<file path="src/rtl/whack_pkg.sv">
// Shared types and constants for the whack-a-mole mole scheduler.
// Imported by the interface, the LFSR and the scheduler top.
package whack_pkg;

   typedef enum logic [1:0] {
      S_IDLE,
      S_GAP,
      S_UP,
      S_FLASH
   } state_e;

   localparam logic [15:0] LFSR_TAPS = 16'hB400;
   localparam int MS_CNT_W = 11;
   localparam int IDX_W    = 3;

   localparam int GAP_MS_DEF   = 300;
   localparam int UP_MS_0_DEF  = 1200;
   localparam int UP_MS_1_DEF  = 800;
   localparam int UP_MS_2_DEF  = 500;
   localparam int UP_MS_3_DEF  = 500;
   localparam int FLASH_MS_DEF = 150;

   // Never repeat the previous mole: bump to the neighbour instead.
   function automatic logic [IDX_W-1:0] pick_idx(
      input logic [IDX_W-1:0] rnd,
      input logic [IDX_W-1:0] prev
   );
      if (rnd == prev) return rnd + 1'b1;
      return rnd;
   endfunction

endpackage

</file>
<file path="src/rtl/mole_scheduler_if.sv">
// Game-side and board-side signals of the mole scheduler.
// master drives the controls, slave is the scheduler.
interface mole_scheduler_if;

   logic       enable;
   logic [1:0] difficulty;
   logic       tick_ms;
   logic [7:0] whack;
   logic [7:0] mole_leds;
   logic [2:0] active_idx;
   logic       hit_pulse;
   logic       miss_pulse;

   modport master (
      output enable, difficulty, tick_ms, whack,
      input  mole_leds, active_idx, hit_pulse, miss_pulse
   );

   modport slave (
      input  enable, difficulty, tick_ms, whack,
      output mole_leds, active_idx, hit_pulse, miss_pulse
   );

endinterface

</file>
<file path="src/rtl/mole_lfsr.sv">
// 16-bit Galois LFSR, free-running every clock out of reset.
// Only the low OUT_W bits are exported as the random value.
module mole_lfsr
   import whack_pkg::*;
#(
   parameter logic [15:0] SEED  = 16'hACE1,
   parameter int          OUT_W = 3
) (
   input  logic             clk,
   input  logic             rst_n,
   output logic [OUT_W-1:0] rnd_o
);

   logic [15:0] lfsr_q, lfsr_d;

   always_comb begin
      lfsr_d = {1'b0, lfsr_q[15:1]};
      if (lfsr_q[0]) lfsr_d = lfsr_d ^ LFSR_TAPS;
   end

   always_ff @(posedge clk or negedge rst_n) begin
      if (!rst_n) lfsr_q <= SEED;
      else        lfsr_q <= lfsr_d;
   end

   assign rnd_o = lfsr_q[OUT_W-1:0];

endmodule

</file>
<file path="src/rtl/mole_scheduler.sv">
// Picks a pseudo-random mole, lights it for a difficulty-dependent
// time, judges whacks and emits registered hit/miss pulses.
module mole_scheduler
   import whack_pkg::*;
#(
   parameter int          NUM_MOLES = 8,
   parameter logic [15:0] LFSR_SEED = 16'hACE1,
   parameter int          GAP_MS    = GAP_MS_DEF,
   parameter int          UP_MS_0   = UP_MS_0_DEF,
   parameter int          UP_MS_1   = UP_MS_1_DEF,
   parameter int          UP_MS_2   = UP_MS_2_DEF,
   parameter int          UP_MS_3   = UP_MS_3_DEF,
   parameter int          FLASH_MS  = FLASH_MS_DEF
) (
   input logic             clk,
   input logic             rst_n,
   mole_scheduler_if.slave bus
);

   typedef logic [MS_CNT_W-1:0] ms_t;

   localparam ms_t GAP_END   = ms_t'(GAP_MS - 1);
   localparam ms_t FLASH_END = ms_t'(FLASH_MS - 1);

   state_e               state_q, state_d;
   ms_t                  cnt_q, cnt_d, cnt_inc;
   ms_t                  up_q, up_d, up_sel;
   logic [IDX_W-1:0]     idx_q, idx_d, rnd;
   logic [NUM_MOLES-1:0] leds_q, leds_d;
   logic                 hit_q, hit_d;
   logic                 miss_q, miss_d;
   logic                 tmo, wrong;

   mole_lfsr #(
      .SEED  (LFSR_SEED),
      .OUT_W (IDX_W)
   ) u_lfsr (
      .clk   (clk),
      .rst_n (rst_n),
      .rnd_o (rnd)
   );

   always_comb begin
      unique case (bus.difficulty)
         2'd0:    up_sel = ms_t'(UP_MS_0);
         2'd1:    up_sel = ms_t'(UP_MS_1);
         2'd2:    up_sel = ms_t'(UP_MS_2);
         default: up_sel = ms_t'(UP_MS_3);
      endcase
   end

   // idx_q doubles as prev_idx: both always take the same pick.
   always_comb begin
      state_d = state_q;
      cnt_d   = cnt_q;
      idx_d   = idx_q;
      up_d    = up_q;
      hit_d   = 1'b0;
      miss_d  = 1'b0;
      cnt_inc = cnt_q + ms_t'(1);
      tmo     = bus.tick_ms && (cnt_q == up_q - ms_t'(1));
      wrong   = |bus.whack;

      unique case (state_q)
         S_IDLE: begin
            if (bus.enable) begin
               state_d = S_GAP;
               cnt_d   = '0;
            end
         end
         S_GAP: begin
            if (bus.tick_ms) begin
               if (cnt_q == GAP_END) begin
                  idx_d   = pick_idx(rnd, idx_q);
                  up_d    = up_sel;
                  cnt_d   = '0;
                  state_d = S_UP;
               end else begin
                  cnt_d = cnt_inc;
               end
            end
         end
         S_UP: begin
            if (bus.whack[idx_q]) begin
               hit_d   = 1'b1;
               cnt_d   = '0;
               state_d = S_FLASH;
            end else if (wrong || tmo) begin
               // A wrong whack on the timeout tick yields one miss.
               miss_d = 1'b1;
               if (tmo) begin
                  cnt_d   = '0;
                  state_d = S_GAP;
               end else if (bus.tick_ms) begin
                  cnt_d = cnt_inc;
               end
            end else if (bus.tick_ms) begin
               cnt_d = cnt_inc;
            end
         end
         S_FLASH: begin
            if (bus.tick_ms) begin
               if (cnt_q == FLASH_END) begin
                  cnt_d   = '0;
                  state_d = S_GAP;
               end else begin
                  cnt_d = cnt_inc;
               end
            end
         end
         default: state_d = S_IDLE;
      endcase

      // Disable wins, but a whack in the last enabled cycle is judged.
      if (!bus.enable) begin
         state_d = S_IDLE;
         cnt_d   = '0;
         idx_d   = idx_q;
         up_d    = up_q;
         miss_d  = miss_d && wrong;
      end

      leds_d = '0;
      if (state_d == S_UP)
         leds_d = {{(NUM_MOLES-1){1'b0}}, 1'b1} << idx_d;
   end

   always_ff @(posedge clk or negedge rst_n) begin
      if (!rst_n) begin
         state_q <= S_IDLE;
         cnt_q   <= '0;
         up_q    <= ms_t'(UP_MS_0);
         idx_q   <= '0;
         leds_q  <= '0;
         hit_q   <= 1'b0;
         miss_q  <= 1'b0;
      end else begin
         state_q <= state_d;
         cnt_q   <= cnt_d;
         up_q    <= up_d;
         idx_q   <= idx_d;
         leds_q  <= leds_d;
         hit_q   <= hit_d;
         miss_q  <= miss_d;
      end
   end

   assign bus.mole_leds  = leds_q;
   assign bus.active_idx = idx_q;
   assign bus.hit_pulse  = hit_q;
   assign bus.miss_pulse = miss_q;

endmodule

</file>
<file path="src/flat_wrapper.sv">
// flat-port wrapper written by rule: the top's interface ports become plain ports
module mole_scheduler_flat import whack_pkg::*;
#(
   parameter int          NUM_MOLES = 8,
   parameter logic [15:0] LFSR_SEED = 16'hACE1,
   parameter int          GAP_MS    = GAP_MS_DEF,
   parameter int          UP_MS_0   = UP_MS_0_DEF,
   parameter int          UP_MS_1   = UP_MS_1_DEF,
   parameter int          UP_MS_2   = UP_MS_2_DEF,
   parameter int          UP_MS_3   = UP_MS_3_DEF,
   parameter int          FLASH_MS  = FLASH_MS_DEF
)
  (clk, rst_n, bus_enable, bus_difficulty, bus_tick_ms, bus_whack, bus_mole_leds, bus_active_idx, bus_hit_pulse, bus_miss_pulse);
  mole_scheduler_if bus_i ();
  input logic clk;
  input logic rst_n;
  input wire logic [$bits(bus_i.enable)-1:0] bus_enable;
  input wire logic [$bits(bus_i.difficulty)-1:0] bus_difficulty;
  input wire logic [$bits(bus_i.tick_ms)-1:0] bus_tick_ms;
  input wire logic [$bits(bus_i.whack)-1:0] bus_whack;
  output wire logic [$bits(bus_i.mole_leds)-1:0] bus_mole_leds;
  output wire logic [$bits(bus_i.active_idx)-1:0] bus_active_idx;
  output wire logic [$bits(bus_i.hit_pulse)-1:0] bus_hit_pulse;
  output wire logic [$bits(bus_i.miss_pulse)-1:0] bus_miss_pulse;
  assign bus_i.enable = bus_enable;
  assign bus_i.difficulty = bus_difficulty;
  assign bus_i.tick_ms = bus_tick_ms;
  assign bus_i.whack = bus_whack;
  assign bus_mole_leds = bus_i.mole_leds;
  assign bus_active_idx = bus_i.active_idx;
  assign bus_hit_pulse = bus_i.hit_pulse;
  assign bus_miss_pulse = bus_i.miss_pulse;
  mole_scheduler #(.NUM_MOLES(NUM_MOLES), .LFSR_SEED(LFSR_SEED), .GAP_MS(GAP_MS), .UP_MS_0(UP_MS_0), .UP_MS_1(UP_MS_1), .UP_MS_2(UP_MS_2), .UP_MS_3(UP_MS_3), .FLASH_MS(FLASH_MS)) u_core (.clk(clk), .rst_n(rst_n), .bus(bus_i));
endmodule
</file>
<file path="config.mk">
export PLATFORM = sky130hd
export DESIGN_NAME = mole_scheduler_flat
export DESIGN_NICKNAME = d
export VERILOG_FILES = /design/src/rtl/whack_pkg.sv /design/src/rtl/mole_scheduler_if.sv /design/src/rtl/mole_lfsr.sv /design/src/rtl/mole_scheduler.sv /design/src/flat_wrapper.sv
export SDC_FILE = /design/constraint.sdc
export NUM_CORES = 1
export LEC_CHECK = 0
export CAP_MARGIN = 30
export CORE_UTILIZATION = 52
export CTS_BUF_LIST = sky130_fd_sc_hd__clkbuf_4 sky130_fd_sc_hd__clkbuf_8
export DETAILED_ROUTE_END_ITERATION = 7
export PLACE_DENSITY = 0.78
export SYNTH_ARGS = -nofsm -noshare
export SYNTH_HDL_FRONTEND = slang
export SYNTH_SLANG_ARGS = --single-unit
</file>
<file path="constraint.sdc">
create_clock -name clk -period 2.1 [get_ports clk]
set_input_delay 0.42 -clock clk [delete_from_list [all_inputs] [get_ports clk]]
set_output_delay 0.42 -clock clk [all_outputs]
set_load 0.1 [all_outputs]
</file>
=== Word-level counts from Yosys, hierarchy flattened ===
Cells that the tools add are included.

* Add/subtract/negate cells: 3
* $lt $le $gt $ge: 1
* Equal/unequal tests: 11
* Shift operators: 1
* Muxes and demuxes: 40
* Bitwise logic cells: 1
* Reduce and logical (&&, ||, !) cells: 8

{| class="wikitable"
|+ Operator list
! cell !! number
|-
| 11-bit 2-to-1 mux || 9
|-
| 11-bit one-hot mux with 4 select lines || 1
|-
| 11-bit one-hot mux with 2 select lines || 1
|-
| 3-bit 2-to-1 mux || 6
|-
| 16-bit 2-to-1 mux || 1
|-
| 2-bit 2-to-1 mux || 8
|-
| 11-bit by 1-bit adder with 11-bit output, second input constant || 1
|-
| 11-bit == test || 1
|-
| 11-bit by 8-bit == test with 1-bit output, second input constant || 1
|-
| 11-bit by 9-bit == test with 1-bit output, second input constant || 1
|-
| 1-bit 2-to-1 mux || 11
|-
| 11-bit by 1-bit subtractor with 11-bit output, second input constant || 1
|-
| 8-bit 2-to-1 mux || 1
|-
| 2-bit one-hot mux with 4 select lines || 1
|-
| 8-bit OR reduction || 1
|-
| 1-bit by 3-bit left shift with 8-bit output, first input constant || 1
|-
| 2-bit == test, second input constant || 3
|-
| 3-bit != test, second input constant || 2
|-
| 2-bit by 1-bit == test with 1-bit output, second input constant || 2
|-
| 2-bit logical NOT || 2
|-
| 3-bit by 4-bit < comparator with 1-bit output, second input constant || 1
|-
| 3-bit NOT with 4-bit output || 1
|-
| 4-bit AND reduction || 1
|-
| 3-bit by 1-bit adder with 3-bit output, second input constant || 1
|-
| 5 further kinds || 6
|}

* Flip-flop bits (word level): 53
* Bits of input ports: 14
* Output and inout bits: 13
* Logic and storage cells: 73

=== Longest topological paths before layout ===
* Depth after elaboration: 12
* Depth in mapped cells: 8
* Mapped depth without buffers: 8

=== Hierarchy ===
From an unflattened synthesis, not the netlist that was laid out.

* Cells, all modules: 258
* Area total of the unflattened synthesis: 2,532.4 um^2

{| class="wikitable"
|+ By module, submodules not included
! module !! instances !! cells each !! area an instance (um^2) !! seq. area each (um^2)
|-
| mole_scheduler || 1 || 236 || 2,073.2 || 778.2
|-
| mole_lfsr || 1 || 22 || 459.2 || 410.4
|}

=== Least setup slack after synthesis ===
Ideal clock, no wire load.

* Path kind: register to register
* Start point: register u_core.idx_q[0] (netlist: u_core.bus.active_idx[0])
* End point: register u_core.leds_q[0] (netlist: u_core.bus.mole_leds[0])
* Library setup time: 0.070 ns
* Data arrival time: 2.621 ns
* Required time: 2.030 ns
* Setup slack: -0.591 ns
* Cell stages (with the launch flop): 8
* Path buffers: 1
* Clock period less this slack: 2.691 ns
* Cell sequence: dfrtp_1 buf_6 mux4_2 mux2i_4 o21ai_2 o21ai_2 or3b_4 nor2_2

* Word-level cells in the longest chain between the ends: 12
* Elaborated cells on any way between the ends: 18
* Those cells by class: eq/ne: 2; shift: 1; mux: 15

{| class="wikitable"
|+ Ends and longest elaborated chain
! element !! line !! source
|-
| start, declared || mole_scheduler.sv:28 || <nowiki>logic [IDX_W-1:0] idx_q, idx_d, rnd;</nowiki>
|-
| start signal, assigned || mole_scheduler.sv:141 || <nowiki>idx_q <= idx_d;</nowiki>
|-
| 3-bit == test || whack_pkg.sv:28 || <nowiki>if (rnd == prev) return rnd + 1'b1;</nowiki>
|-
| 1-bit 2-to-1 mux || whack_pkg.sv:28 ||
|-
| 1-bit 2-to-1 mux || mole_scheduler.sv:73 || <nowiki>if (cnt_q == GAP_END) begin</nowiki>
|-
| 1-bit 2-to-1 mux || mole_scheduler.sv:72 || <nowiki>if (bus.tick_ms) begin</nowiki>
|-
| 1-bit 2-to-1 mux || mole_scheduler.sv:64 || <nowiki>unique case (state_q)</nowiki>
|-
| 3-bit 2-to-1 mux || whack_pkg.sv:29 || <nowiki>return rnd;</nowiki>
|-
| 3-bit 2-to-1 mux || mole_scheduler.sv:73 ||
|-
| 3-bit 2-to-1 mux || mole_scheduler.sv:72 ||
|-
| 3-bit 2-to-1 mux || mole_scheduler.sv:64 ||
|-
| 3-bit 2-to-1 mux || mole_scheduler.sv:115 || <nowiki>if (!bus.enable) begin</nowiki>
|-
| 1-bit by 3-bit left shift with 8-bit output || mole_scheduler.sv:125 || <nowiki>leds_d = {{(NUM_MOLES-1){1'b0}}, 1'b1} << idx_d;</nowiki>
|-
| 8-bit 2-to-1 mux * || mole_scheduler.sv:124 || <nowiki>if (state_d == S_UP)</nowiki>
|-
| named net u_core.leds_d[0] || mole_scheduler.sv:29 || <nowiki>logic [NUM_MOLES-1:0] leds_q, leds_d;</nowiki>
|-
| end signal, assigned || mole_scheduler.sv:142 || <nowiki>leds_q <= leds_d;</nowiki>
|-
| end, declared || mole_scheduler.sv:29 ||
|}

Mark *: on every way through the listed nets, which the timed path passes. The rest lies on a longest branch. The select of a mux whose other input is x is not followed.
A chain may end at the register's enable or synchronous reset.

=== Final worst setup path ===
* Start point: register u_core.up_q[7]
* End point: register u_core.cnt_q[5]

* Word-level cells in the longest chain between the ends: 8
* Elaborated cells on any way between the ends: 9
* Those cells by class: add/sub: 1; eq/ne: 1; mux: 5; reduce/logical: 2

{| class="wikitable"
|+ Ends and longest elaborated chain
! element !! line !! source
|-
| start, declared || mole_scheduler.sv:27 || <nowiki>ms_t up_q, up_d, up_sel;</nowiki>
|-
| start signal, assigned || mole_scheduler.sv:132 || <nowiki>up_q <= ms_t'(UP_MS_0);</nowiki>
|-
| start signal, assigned || mole_scheduler.sv:140 || <nowiki>up_q <= up_d;</nowiki>
|-
| 11-bit by 1-bit subtractor with 11-bit output * || mole_scheduler.sv:61 || <nowiki>tmo = bus.tick_ms && (cnt_q == up_q - ms_t'(1));</nowiki>
|-
| 11-bit == test * || mole_scheduler.sv:61 ||
|-
| 1-bit logical AND * || mole_scheduler.sv:61 ||
|-
| 11-bit 2-to-1 mux or 1-bit logical OR (tied branches) || mole_scheduler.sv:91, mole_scheduler.sv:88 ||
|-
| 11-bit 2-to-1 mux * || mole_scheduler.sv:88 || <nowiki>end else if (wrong || tmo) begin</nowiki>
|-
| 11-bit 2-to-1 mux * || mole_scheduler.sv:84 || <nowiki>if (bus.whack[idx_q]) begin</nowiki>
|-
| 11-bit one-hot mux with 4 select lines * || mole_scheduler.sv:64 ||
|-
| 11-bit 2-to-1 mux * || mole_scheduler.sv:115 ||
|-
| end signal, assigned || mole_scheduler.sv:139 || <nowiki>cnt_q <= cnt_d;</nowiki>
|-
| end, declared || mole_scheduler.sv:26 || <nowiki>ms_t cnt_q, cnt_d, cnt_inc;</nowiki>
|}

Every way passes the cells marked *; elsewhere a longest branch is shown, timed or not.

==> impl_summary.log <==
[metrics] highest net fanout along the worst path: 4
[metrics] Worst EP arrival: 2.31 ns
[metrics] initial core utilization: 0.542
[metrics] area of the mapped netlist: between 2000 and 2500 µm²
[metrics] count of vias placed by the detailed router: 2011
[metrics] met1 usage: 0.328
[metrics] synthesized flop and latch total: between 40 and 50
[metrics] Syn-to-layout area delta: 35.3%
[metrics] power density over the cells: about 530 nW/µm²
[metrics] average size of a mapped cell: about 11 µm²
[metrics] TritonCTS clock tree: built
[metrics] Clock Sinks: 47
[metrics] number of global-route vias before repair: approximately 2000
[metrics] number of nets still failing antenna checks after routing: 0
[metrics] total congestion overflow: 0
[metrics] number of buffers and inverters on the critical path: 2
[metrics] Top Ports: 27
[metrics] number of DRC markers in iteration 0: ~190
[metrics] number of standard-cell rows in the floorplan: 24
[metrics] ordered cell list for the critical path: inv_2, ha_4, xnor2_1, or4_4, o21ai_4, nor2_2, o21ai_1, buf_4, o311ai_2
[metrics] critical path's slowest cell: dfstp_2
[metrics] Clock Latency Late Sink: 0.31 ns
[metrics] number of instances in the synthesized netlist: 225
[metrics] outcome: finished with violations
[metrics] die outline area: 4850 µm²
[metrics] Filler Cells Inserted: 292
[metrics] GR Layer Usage met3: 0.0422
[metrics] max-cap viol count: 0
[metrics] Total Wirelength: 5800 µm
[metrics] detailed-route DRC error count: 0
[metrics] number of distinct library cell variants in the gate-level netlist after synthesis: 55
[metrics] worst hold path type: primary input to asynchronous set/reset pin
[metrics] worst slew pin tran: 0.590 ns
[metrics] endpoints failing setup: 2
[metrics] Yosys warnings: 0
[metrics] most used flip-flop cell after synthesis: dfrtp_1
[metrics] Max VDD drop: 0.000403 V
[metrics] final antenna diode count: 0
[metrics] sequential share of the synthesized area: 0.500
[metrics] minimum clock period: 2.12 ns
[metrics] width of the die: 69.6 µm
[metrics] wire length of the first global-routing pass: just under 10000 µm
[metrics] height of the chip: just under 70 µm
[metrics] Final Util: 0.733
[metrics] Worst path max stage delay: 0.55 ns
[metrics] number of failing hold endpoints at the final stage: 0
[metrics] Total Power Consumption: 1720 µW
[metrics] Worst setup EP type: register
[metrics] core region area: 4380 µm²
[metrics] failing checks: negative setup slack
[metrics] Fin Clk Skew: 0.00358 ns
[metrics] Max transition margin: 0.607
[metrics] clock buffer depth: 2
[metrics] Final Cycle Share: 1.01
[metrics] HPWL reported at the end of detailed placement: 3910 µm
[metrics] Layout Nets: 317
[metrics] clock slew at reported path FFs: 0.09 ns
[metrics] RSZ-0062 raised after global routing: true
[metrics] Cells after DPL: 340
[metrics] total leakage power: 0.00147 µW
[metrics] filler-free cell count of the finished design: 352
[metrics] worst endpoint required time: 2.29 ns
[metrics] EDFF count, synth: 0
[metrics] H-tree Lvls: 2
[metrics] Global Route Usage Sum: 0.250
[metrics] Max Fclk: approximately 0.47 GHz
[metrics] summed negative setup slack over all endpoints: -0.0227 ns
[metrics] element type at the critical path start: register
[metrics] mean routed wirelength per cell: 16.5 µm
[metrics] final critical-path setup slack: -0.0204 ns
[metrics] initial antenna violation count: 0
[metrics] clock buffers created by TritonCTS: 5
[metrics] Net Count, Synth: 243
[metrics] Pre-Repair DR Iteration Count: 4
[metrics] maximum number of pins on one net before global-route repair: 48
[metrics] number of max-slew violations in the final report: 0
[metrics] CTS Root Buffer Type: clkbuf_8
[metrics] classification of the worst setup path: register to register
[metrics] met2 routing resource usage after global routing: 0.417
[metrics] CP delay by family, top: flip-flops
[metrics] vias per cell: 5.71
[metrics] global placer's final weighted congestion: around 0.87
[metrics] Port-buffer cells: 26
[metrics] share of final-layout standard cells stronger than drive strength 1: 0.390
[metrics] busiest layer in global routing: met2
[metrics] proportion of register bits with asynchronous set or reset after synthesis: 1.00
-- cell usage in the layout (no fill, tap or decap), types with 3 or more instances in the layout --
| cell type | count |
|---|---|
| nand4_1 | 7 |
| buf_4 | 65 |
| nor3_1 | 4 |
| o211ai_1 | 3 |
| dlygate4sd2_1 | 8 |
| dfrtp_1 | 34 |
| xor2_1 | 6 |
| a21oi_1 | 10 |
| clkdlybuf4s50_1 | 4 |
| o21ai_0 | 3 |
| xnor2_1 | 7 |
| nand2_1 | 22 |
| nor2_1 | 14 |
| clkbuf_8 | 5 |
| o21ai_1 | 7 |
| nor2_2 | 6 |
| inv_1 | 5 |
| dfstp_2 | 10 |
| and3_1 | 3 |
| nand3_1 | 6 |
| a31oi_1 | 5 |
| mux2i_1 | 3 |
-- what timing repair did --
item / CTS / global route
setup buffers: 1 / 3
gates resized for setup: 23 / 5
cloned: 0 / 0
pin swaps: 9 / 10
endpoints found under the setup margin: 16 / 20
hold buffers: 0 / 0
-- stage by stage --
step | setup slack, ns | cell area (µm²) | hold WS (ns)
floorplan | -0.214 | 2390 | 0.124
global placement | -0.271 | 2980 | 0.337
detailed placement | -0.362 | 2980 | 0.335
CTS | -0.0273 | 3160 | 0.206
global route | -0.0987 | 3220 | 0.231
finish | -0.0204 | 3220 | 0.181
-- synth_stat cells, types with 3 or more instances --
library cell / number / area share
o21ai_1: 5 / 0.011
ha_1: 4 / 0.021
nor2_2: 4 / 0.011
nand3_1: 7 / 0.015
a41oi_1: 3 / 0.011
nor3_1: 4 / 0.0084
dfrtp_1: 37 / 0.39
and3_1: 3 / 0.0079
xor2_1: 7 / 0.026
a31oi_1: 5 / 0.013
inv_1: 6 / 0.0095
nand2_1: 23 / 0.036
xnor2_1: 7 / 0.026
o21ai_0: 5 / 0.011
nor2_1: 16 / 0.025
dfstp_2: 10 / 0.11
a21oi_1: 12 / 0.025
mux2i_1: 3 / 0.013
clkbuf_1: 6 / 0.0095
o211ai_1: 3 / 0.0095
nand4_1: 7 / 0.018
-- worst register-to-register path, delay by kind of cell (launching register included) --
family	cells	cell delay (ns)
AOI/OAI and AO/OA	3	0.44
xor gates and xnor gates	1	0.12
adders and majority gates	1	0.15
buffers and inverters	2	0.21
DFF	1	0.55
and+or+nand+nor	2	0.55
-- worst paths after layout --
path                                                    from                                  to  slack, ns  cells after the start
hold / removal                                         rst_n         u_core.cnt_q[0]$_DFFE_PN0P_       0.18                      2
hold reg to reg            u_core.u_lfsr.lfsr_q[3]$_DFF_PN0_   u_core.u_lfsr.lfsr_q[2]$_DFF_PN0_       0.36                      0
setup reg to reg                  u_core.up_q[7]$_DFFE_PN1P_         u_core.cnt_q[5]$_DFFE_PN0P_      -0.02                      9
min in group clk           u_core.u_lfsr.lfsr_q[3]$_DFF_PN0_   u_core.u_lfsr.lfsr_q[2]$_DFF_PN0_       0.36                      0
max in group asynchronous                              rst_n  u_core.bus.active_idx[0]$_DFF_PN0_       1.46                      2
setup / recovery                  u_core.up_q[7]$_DFFE_PN1P_         u_core.cnt_q[5]$_DFFE_PN0P_      -0.02                      9
-- state kept, by name, summed over array words and instances, names as in the netlist --
name and flops:
u_core.cnt_q 11, u_core.bus.mole_leds 8, u_core.bus.miss_pulse 1, u_core.bus.hit_pulse 1
u_core.bus.active_idx 3, u_core.u_lfsr.lfsr_q 16, u_core.up_q 5, u_core.state_q 2
-- report_power, final --
| part | total (µW) | internal, µW | switching [µW] |
|---|---|---|---|
| Combinational | 119 | 51.4 | 68.1 |
| Sequential | 911 | 908 | 3.23 |
| Clock | 689 | 361 | 328 |
-- logic make-up (layout without fill, tap and decap cells) --
kind of cell	count (synthesis)	after routing	synth area share
multiplexers	6	6	0.0411
buffers and inverters	18	93	0.0337
XOR/XNOR	14	14	0.0516
flip-flops	47	47	0.500
adder cells (fa/ha/maj)	4	4	0.0211
AO/OA/AOI/OAI	50	50	0.152
AND/OR/NAND/NOR	86	86	0.201
-- final cells by class --
cell class | instances | area, µm² | area share
multi-input combinational | 160 | 1210 | 0.375
clock inverter | 3 | 47.5 | 0.0148
inverter | 7 | 26.3 | 0.00817
tap | 52 | 65.1 | 0.0202
clock buffer | 5 | 68.8 | 0.0214
sequential | 47 | 1200 | 0.372
timing repair buffer | 78 | 603 | 0.188
-- metal layers --
| metal | up-vias | part of all wire |
|---|---|---|
| met5 | - | 0 |
| met4 | 0 | 0.022 |
| met3 | 12 | 0.044 |
| met2 | 57 | 0.49 |
| met1 | 970 | 0.44 |
| li1 | 972 | - |
Power figures use the tool's default switching activity.
